===== src/rtl/memoria_dp_init.sv =====
// memoria_dp_init: true dual-port RAM with post-reset clear sweep, registered reads and collision handling
// Ports: clk; reset (async, active-high); per port enX/rwX/AddrX/DataInX in, DataOutX/validX out;
//        busy while the clear sweep runs; collision pulses after a same-address access involving a write.
module memoria_dp_init #(
  parameter int AW      = 3,
  parameter int DW      = 4,
  parameter bit RDW_NEW = 1'b0,
  parameter bit PRIO_B  = 1'b0
) (
  input  logic          clk,
  input  logic          reset,
  input  logic          enA,
  input  logic          rwA,
  input  logic [AW-1:0] AddrA,
  input  logic [DW-1:0] DataInA,
  output logic [DW-1:0] DataOutA,
  output logic          validA,
  input  logic          enB,
  input  logic          rwB,
  input  logic [AW-1:0] AddrB,
  input  logic [DW-1:0] DataInB,
  output logic [DW-1:0] DataOutB,
  output logic          validB,
  output logic          busy,
  output logic          collision
);
  typedef enum logic {CLEAR, READY} state_t;
  state_t state_q, state_d;
  logic [AW-1:0] cnt_q, cnt_d;
  logic [DW-1:0] dout_a_q, dout_a_d, dout_b_q, dout_b_d;
  logic valid_a_q, valid_a_d, valid_b_q, valid_b_d, coll_q, coll_d;
  logic [DW-1:0] mem [2**AW];
  logic ready, same, rd_a, wr_a, rd_b, wr_b, we_a, we_b;

  always_comb begin
    ready     = state_q == READY;
    same      = AddrA == AddrB;
    rd_a      = ready & enA & rwA;
    wr_a      = ready & enA & ~rwA;
    rd_b      = ready & enB & rwB;
    wr_b      = ready & enB & ~rwB;
    // on a write-write clash only the priority port reaches the array
    we_a      = wr_a & ~(PRIO_B & wr_b & same);
    we_b      = wr_b & ~(!PRIO_B & wr_a & same);
    state_d   = (!ready && cnt_q == '1) ? READY : state_q;
    cnt_d     = ready ? cnt_q : cnt_q + AW'(1);
    // the array still holds the old word this edge, so forwarding gives new-data behaviour
    dout_a_d  = rd_a ? ((RDW_NEW && wr_b && same) ? DataInB : mem[AddrA]) : dout_a_q;
    dout_b_d  = rd_b ? ((RDW_NEW && wr_a && same) ? DataInA : mem[AddrB]) : dout_b_q;
    valid_a_d = rd_a;
    valid_b_d = rd_b;
    coll_d    = ready & enA & enB & same & ~(rwA & rwB);
  end

  always_ff @(posedge clk or posedge reset)
    if (reset) begin
      state_q   <= CLEAR;
      cnt_q     <= '0;
      dout_a_q  <= '0;
      dout_b_q  <= '0;
      valid_a_q <= 1'b0;
      valid_b_q <= 1'b0;
      coll_q    <= 1'b0;
    end else begin
      state_q   <= state_d;
      cnt_q     <= cnt_d;
      dout_a_q  <= dout_a_d;
      dout_b_q  <= dout_b_d;
      valid_a_q <= valid_a_d;
      valid_b_q <= valid_b_d;
      coll_q    <= coll_d;
    end

  // storage is deliberately not reset; the sweep zeroes it one word per edge
  always_ff @(posedge clk)
    if (!ready) mem[cnt_q] <= '0;
    else begin
      if (we_a) mem[AddrA] <= DataInA;
      if (we_b) mem[AddrB] <= DataInB;
    end

  assign DataOutA  = dout_a_q;
  assign DataOutB  = dout_b_q;
  assign validA    = valid_a_q;
  assign validB    = valid_b_q;
  assign collision = coll_q;
  assign busy      = state_q == CLEAR;
endmodule


===== config.mk =====
export PLATFORM = sky130hd
export DESIGN_NAME = memoria_dp_init
export DESIGN_NICKNAME = d
export VERILOG_FILES = /design/src/rtl/memoria_dp_init.sv
export SDC_FILE = /design/constraint.sdc
export NUM_CORES = 1
export LEC_CHECK = 0
export CAP_MARGIN = 20
export CORE_UTILIZATION = 56
export CTS_CLUSTER_SIZE = 24
export DETAILED_ROUTE_END_ITERATION = 7
export PLACE_DENSITY_LB_ADDON = 0.12
export SKIP_CTS_REPAIR_TIMING = 1
export SLEW_MARGIN = 5
export SYNTH_ARGS = -nofsm -noshare
export SYNTH_HDL_FRONTEND = slang
export SYNTH_SLANG_ARGS = --single-unit

===== constraint.sdc =====
create_clock -name clk -period 2.6 [get_ports clk]
set_clock_uncertainty 0.1 [all_clocks]
set_input_delay 0.39 -clock clk [delete_from_list [all_inputs] [get_ports clk]]
set_output_delay 0.39 -clock clk [all_outputs]
set_load 0.03 [all_outputs]

==> results of run 1 <==
-- layout make-up --
cell class,instances,share of cell area
clock inverter,2,0.0111
timing repair buffer,48,0.130
tap,67,0.0248
multi-input combinational,143,0.406
inverter,10,0.0111
sequential,47,0.396
clock buffer,6,0.0215
-- report_power, final --
part	internal, mW	leakage, nW	total [mW]	switching, mW
registers	0.823	0.531	0.833	0.00999
clock network	0.287	0.0514	0.541	0.254
logic	0.133	0.791	0.284	0.151
-- metrics by stage --
step	setup slack, ns	cell area (sq um)	cells	power, mW
3_3_place_gp	0.0639	3260	315	1.13
6_report	0.294	3370	323	1.66
2_1_floorplan	0.324	2840	218	1.02
3_5_place_dp	0.0126	3260	315	1.13
4_1_cts	0.292	3370	323	1.67
5_1_grt	0.192	3370	323	1.71
-- worst paths after layout --
check / from / slack, ns / to
setup / recovery: ready / 0.29 / mem[0][0]
hold reg to reg: DataOutA[0] / 0.39 / DataOutA[0]
max in group asynchronous: reset / 1.67 / DataOutB[0]
setup reg to reg: ready / 0.29 / mem[0][0]
min in group clk: DataOutA[0] / 0.39 / DataOutA[0]
hold / removal: reset / 0.34 / DataOutB[2]
-- cells by family (layout without fill, tap and decap cells) --
logic type,count (synthesis),in the layout,synth area share
fa+ha+maj,2,2,0.00880
buf+inv,28,66,0.0484
compound gates,35,35,0.0845
simple gates,47,47,0.111
flops,47,47,0.470
xor+xnor,4,4,0.0123
mux,55,55,0.265
-- worst register-to-register path: stages (launching register included) --
cell and delay (ns):
dfrtp_1 0.53, and3b_1 0.28, and4_4 0.20, or4b_4 0.59, o21ai_1 0.27
-- metal layers --
layer	share of wire	up-vias
li1	-	906
met1	0.43	963
met2	0.48	86
met3	0.053	22
met4	0.045	0
met5	0	-
-- sequential cells by signal (all words and copies together), names as in the netlist --
name and cells:
validA 1, mem 32, ready 1, validB 1, DataOutA 4, DataOutB 4, collision 1, cnt_q 3
-- synth_stat cells (3+ instances only) --
cell,instances
buf_6,3
mux4_2,10
edfxtp_1,32
and2_1,4
mux2i_1,8
buf_1,3
mux2_2,3
o21ai_1,8
dfrtp_1,15
nor4_2,6
inv_1,10
clkbuf_1,8
nand2_1,13
nor3_1,3
o21bai_1,6
nand3_1,5
xnor2_1,4
nor3b_1,3
mux2_1,26
mux2_4,8
a31oi_1,4
==> impl_metrics.toml, run 1 <==
[run]
maxCapViolations = 0

[logic_synthesis]
syn_avg_cell_area_sq_um = 13.0
synth_edf_count = 32
async_reset_ff_frac = 0.319
synth_top_flop_cell = "edfxtp_1"
yosysSeqAreaShare = 0.470
yosys_warnings = 0
yosysTopAreaCell = "edfxtp_1"
syn_inst = 218
synth_area_leaders = "edfxtp_1, dfrtp_1, mux2_1, mux4_2, mux2_4"
synth_seq_cells = 47
yosys.area.top_type_share = 0.338
synth_cell_types = 47
synth_nets = 240
synth.cell_area_sq_um = 2840

[timing]
setup_tns_ns = 0
hold_viol_final = 0
maxSlewViolCount = 0
setup_viol = 0
timing.fmax_mhz = 434
maxSlewHeadroom = 0.608
rsz0062_at_grt = "false"
worst_pin_slew_ns = 0.588
finalCriticalPeriod_ns = 2.31
holdWs_ns = 0.339
fin_crit_sh = 0.887

[grt]
top_usage_layer = "met2"
use_met2 = 0.444
gr-usage-met1 = 0.348
grt_pass1_wl_microns = 10400
grtUsageTotal = 0.275
use_met3 = 0.0562
grt_max_degree = 20
grt_pass1_vias = 1984
antenna_found_initial = 0
overflow = 0

[hold_path]
hold_path_class = "input port to asynchronous set/reset pin"

[route]
drt_iter0_markers = 143
route.vias.total = 1977
ant_nets = 0
viasPerCell = 6.12
drc = 0
first_pass_iters = 5
totalWireLength_microns = 6480
wl_per_cell_microns = 20.1

[floorplanning]
row_count = 25
core-area_sq_um = 4820
ioPinCount = 32
die_w_microns = 73.3
die_height_microns = 73.3
initial_core_util = 0.590
fp.dieArea_sq_um = 5370

[placed_design]
io_buffers = 31
routabilityCongestion = 0.928
dp_hpwl_microns = 5070

[critical_path]
critPathKind = "register to register"
crit_family = "simple AND/OR/NAND/NOR gates"
r2r.worst_path.cells = 4
end_kind = "register"
critPathLaunchType = "register"
crit_buf_inv = 0
crit_path_max_incr_delay_ns = 0.58
worst-path-max-fanout = 12
path_cells = "and3b_1 > and4_4 > or4b_4 > o21ai_1"
arrival_ns = 2.17
cp_data_required_time_ns = 2.46
cp_slowest_cell = "or4b_4"
cp_num_cells = 4

[final_layout]
fin_util = 0.701
final_cell_mix = "edfxtp_1, clkdlybuf4s50_1, mux2_1"
fin_nets = 277
antenna_cells = 0
regArea_sq_um = 1340
multi_input_area_sq_um = 1370
drive_gt1_frac = 0.223
fillCellCount = 366
area_delta_synth_final_pct = 18.7
final_common_cell = "edfxtp_1"

[clocking]
cts_root_buf = "clkbuf_8"
cts-buffers-inserted = 5
clk_pin_slew_ns = 0.09
cts_max_path_buffers = 2
cts_tree = "yes"
htree_num_levels = 2
clk_latency_ns = 0.31
clkSinkCount = 47

[power_and_ir_drop]
p_leak_nw = 1.37
powerDensity_nw_per_um2 = 491
vdd.ir_drop.worst_mv = 0.358

[outcome]
status = "completed"
(Power assumes the default switching activity.)
==> run 2: changes to the inputs <==
--- a/config.mk
+++ b/config.mk
@@ -7,7 +7,7 @@
 export LEC_CHECK = 0
 export CAP_MARGIN = 20
 export CORE_UTILIZATION = 56
-export CTS_CLUSTER_SIZE = 24
+export CTS_CLUSTER_SIZE = 16
 export DETAILED_ROUTE_END_ITERATION = 7
 export PLACE_DENSITY_LB_ADDON = 0.12
 export SKIP_CTS_REPAIR_TIMING = 1
==> results of run 2 <==
Same layout as run 1: the final DEF is identical, and so are final timing and power.
==> run 3: changes to the inputs <==
--- a/config.mk
+++ b/config.mk
@@ -6,7 +6,8 @@
 export NUM_CORES = 1
 export LEC_CHECK = 0
 export CAP_MARGIN = 20
-export CORE_UTILIZATION = 56
+export CORE_MARGIN = 2
+export CORE_UTILIZATION = 61
 export CTS_CLUSTER_SIZE = 16
 export DETAILED_ROUTE_END_ITERATION = 7
 export PLACE_DENSITY_LB_ADDON = 0.12
==> constraint.sdc (replaced) <==
create_clock -name clk -period 2.7 [get_ports clk]
set_clock_uncertainty 0.1 [all_clocks]
set_input_delay 0.405 -clock clk [delete_from_list [all_inputs] [get_ports clk]]
set_output_delay 0.405 -clock clk [all_outputs]
set_load 0.03 [all_outputs]
==> run 3 against run 2 <==
Effect of this change:
- die area is 2.7% lower
- first-iteration DRC count is 39% higher
- worst hold slack better by 0.022 ns
- clock power down 22%
- cell count is 5.6% lower
- non-clock buffer count shrank 3
- clock-buffer cell count unchanged
- power decreased by 9.8%
- critical path depth is 2 higher
- register-to-register slack better by 0.12 ns
- largest cell class unchanged
- largest power group unchanged
==> impl_metrics.toml, run 3 (synthesized netlist as in run 1, its figures left out) <==
[final_layout]
drive_gt1_frac = 0.213
largest_reg_flops = 32
final_common_cell = "edfxtp_1"
largest_register = "mem"
regArea_sq_um = 1340
antenna_cells = 0
fin_nets = 274
fillCellCount = 281
area_delta_synth_final_pct = 16.4
stdcell_count = 305
multi_input_area_sq_um = 1370
final_cell_mix = "edfxtp_1, clkdlybuf4s50_1, mux2_1"

[timing]
hold_viol_final = 0
setup_viol = 0
maxSlewHeadroom = 0.612
finalCriticalPeriod_ns = 2.35
fin_crit_sh = 0.869
setup_tns_ns = 0
timing.fmax_mhz = 426
worst_pin_slew_ns = 0.582
timing.final.ws_setup_ns = 0.353
maxSlewViolCount = 0
rsz0062_at_grt = "false"

[critical_path]
critPathLaunchType = "input port"
critPathCapture = "mem[1][2]"
cp_data_required_time_ns = 2.65
rrSetupSlack_ns = 0.41
r2r-start = "ready"
startpoint = "AddrB[0]"
rr_endpoint = "mem[0][3]"
arrival_ns = 2.30
end_kind = "register"
worst-path-max-fanout = 17
critPathKind = "input port to register"
r2r.worst_path.cells = 4

[grt]
grt_max_degree = 20
antenna_found_initial = 0
grt_pass1_wl_microns = 10500
grtUsageTotal = 0.274
grt_pass1_vias = 2006
overflow = 0

[floorplanning]
row_count = 24
fp.dieArea_sq_um = 5220
core-area_sq_um = 4410
die_w_microns = 72.3
ioPinCount = 32
initial_core_util = 0.644
die_height_microns = 72.3

[clocking]
cts_tree = "yes"
clkSinkCount = 47
clk_latency_ns = 0.30
cts-buffers-inserted = 5
cts_root_buf = "clkbuf_8"
cts_max_path_buffers = 2
htree_num_levels = 2
clk_pin_slew_ns = 0.09

[placed_design]
io_buffers = 31
dp_hpwl_microns = 4940
dp_slack_ns = 0.0627
dpl.cell_count = 297
routabilityCongestion = 0.880

[route]
first_pass_iters = 4
route.vias.total = 2009
ant_nets = 0
drt_iter0_markers = 199
drc = 0
totalWireLength_microns = 6550
viasPerCell = 6.59
wl_per_cell_microns = 21.5

[power_and_ir_drop]
powerDensity_nw_per_um2 = 452
p_leak_nw = 1.35
vdd.ir_drop.worst_mv = 0.343

[run]
maxCapViolations = 0

[outcome]
status = "completed"

[hold_path]
hold_path_class = "input port to asynchronous set/reset pin"
[run 3: cell types whose count changed in the layout (fill, tap and decap cells not counted), sizes merged]
cell      change
buf           -3
clkinv        +2
bufinv        -1
clkinvlp      -1
[run 3: how the worst min path moves through the flow]
stage / depth (start not counted) / slack [ns] / endpoint / startpoint
floorplan: 1 / 0.21 / DataOutA[0] / reset
global placement: 2 / 0.37 / DataOutA[1] / DataOutA[1]
detailed placement: 2 / 0.37 / DataOutA[3] / DataOutA[3]
CTS: 2 / 0.39 / DataOutB[0] / reset
global route: 2 / 0.43 / DataOutB[1] / DataOutB[1]
finish: 2 / 0.36 / DataOutB[0] / reset
[run 3: cell type report]
cell class / count / share of cell area
clock inverter: 2 / 0.00416
inverter: 10 / 0.0113
multi-input combinational: 143 / 0.414
timing repair buffer: 45 / 0.126
tap: 52 / 0.0197
sequential: 47 / 0.404
clock buffer: 6 / 0.0219
[run 3: metal layers]
metal | routed length (microns) | vias up | part of all wire | GRT usage
met2 | 3260 | 129 | 0.50 | 0.452
met5 | 0 | - | 0 | 0
met4 | 183 | 0 | 0.028 | 0.0964
met1 | 2540 | 967 | 0.39 | 0.355
li1 | - | 899 | - | -
met3 | 572 | 14 | 0.087 | 0.0667
[run 3: metrics by stage]
step                cell area (sq um)   util  total power [mW]  hold WS (ns)
CTS                              3310  0.750              1.50         0.388
global route                     3310  0.750              1.54         0.427
floorplan                        2840      -             0.981         0.206
detailed placement               3220  0.730              1.09         0.374
global placement                 3220  0.730              1.08         0.367
finish                           3310  0.750              1.50         0.362
[run 3: worst max-delay path, cell delays in order]
cell	delay, ns
clkdlybuf4s50_1	0.51
buf_4	0.26
nand2b_1	0.23
nor4_2	0.36
buf_4	0.21
mux2_1	0.32
[run 3: power by group]
part	switching (mW)	internal, mW
combinational	0.146	0.125
clock	0.239	0.183
sequential	0.0101	0.792
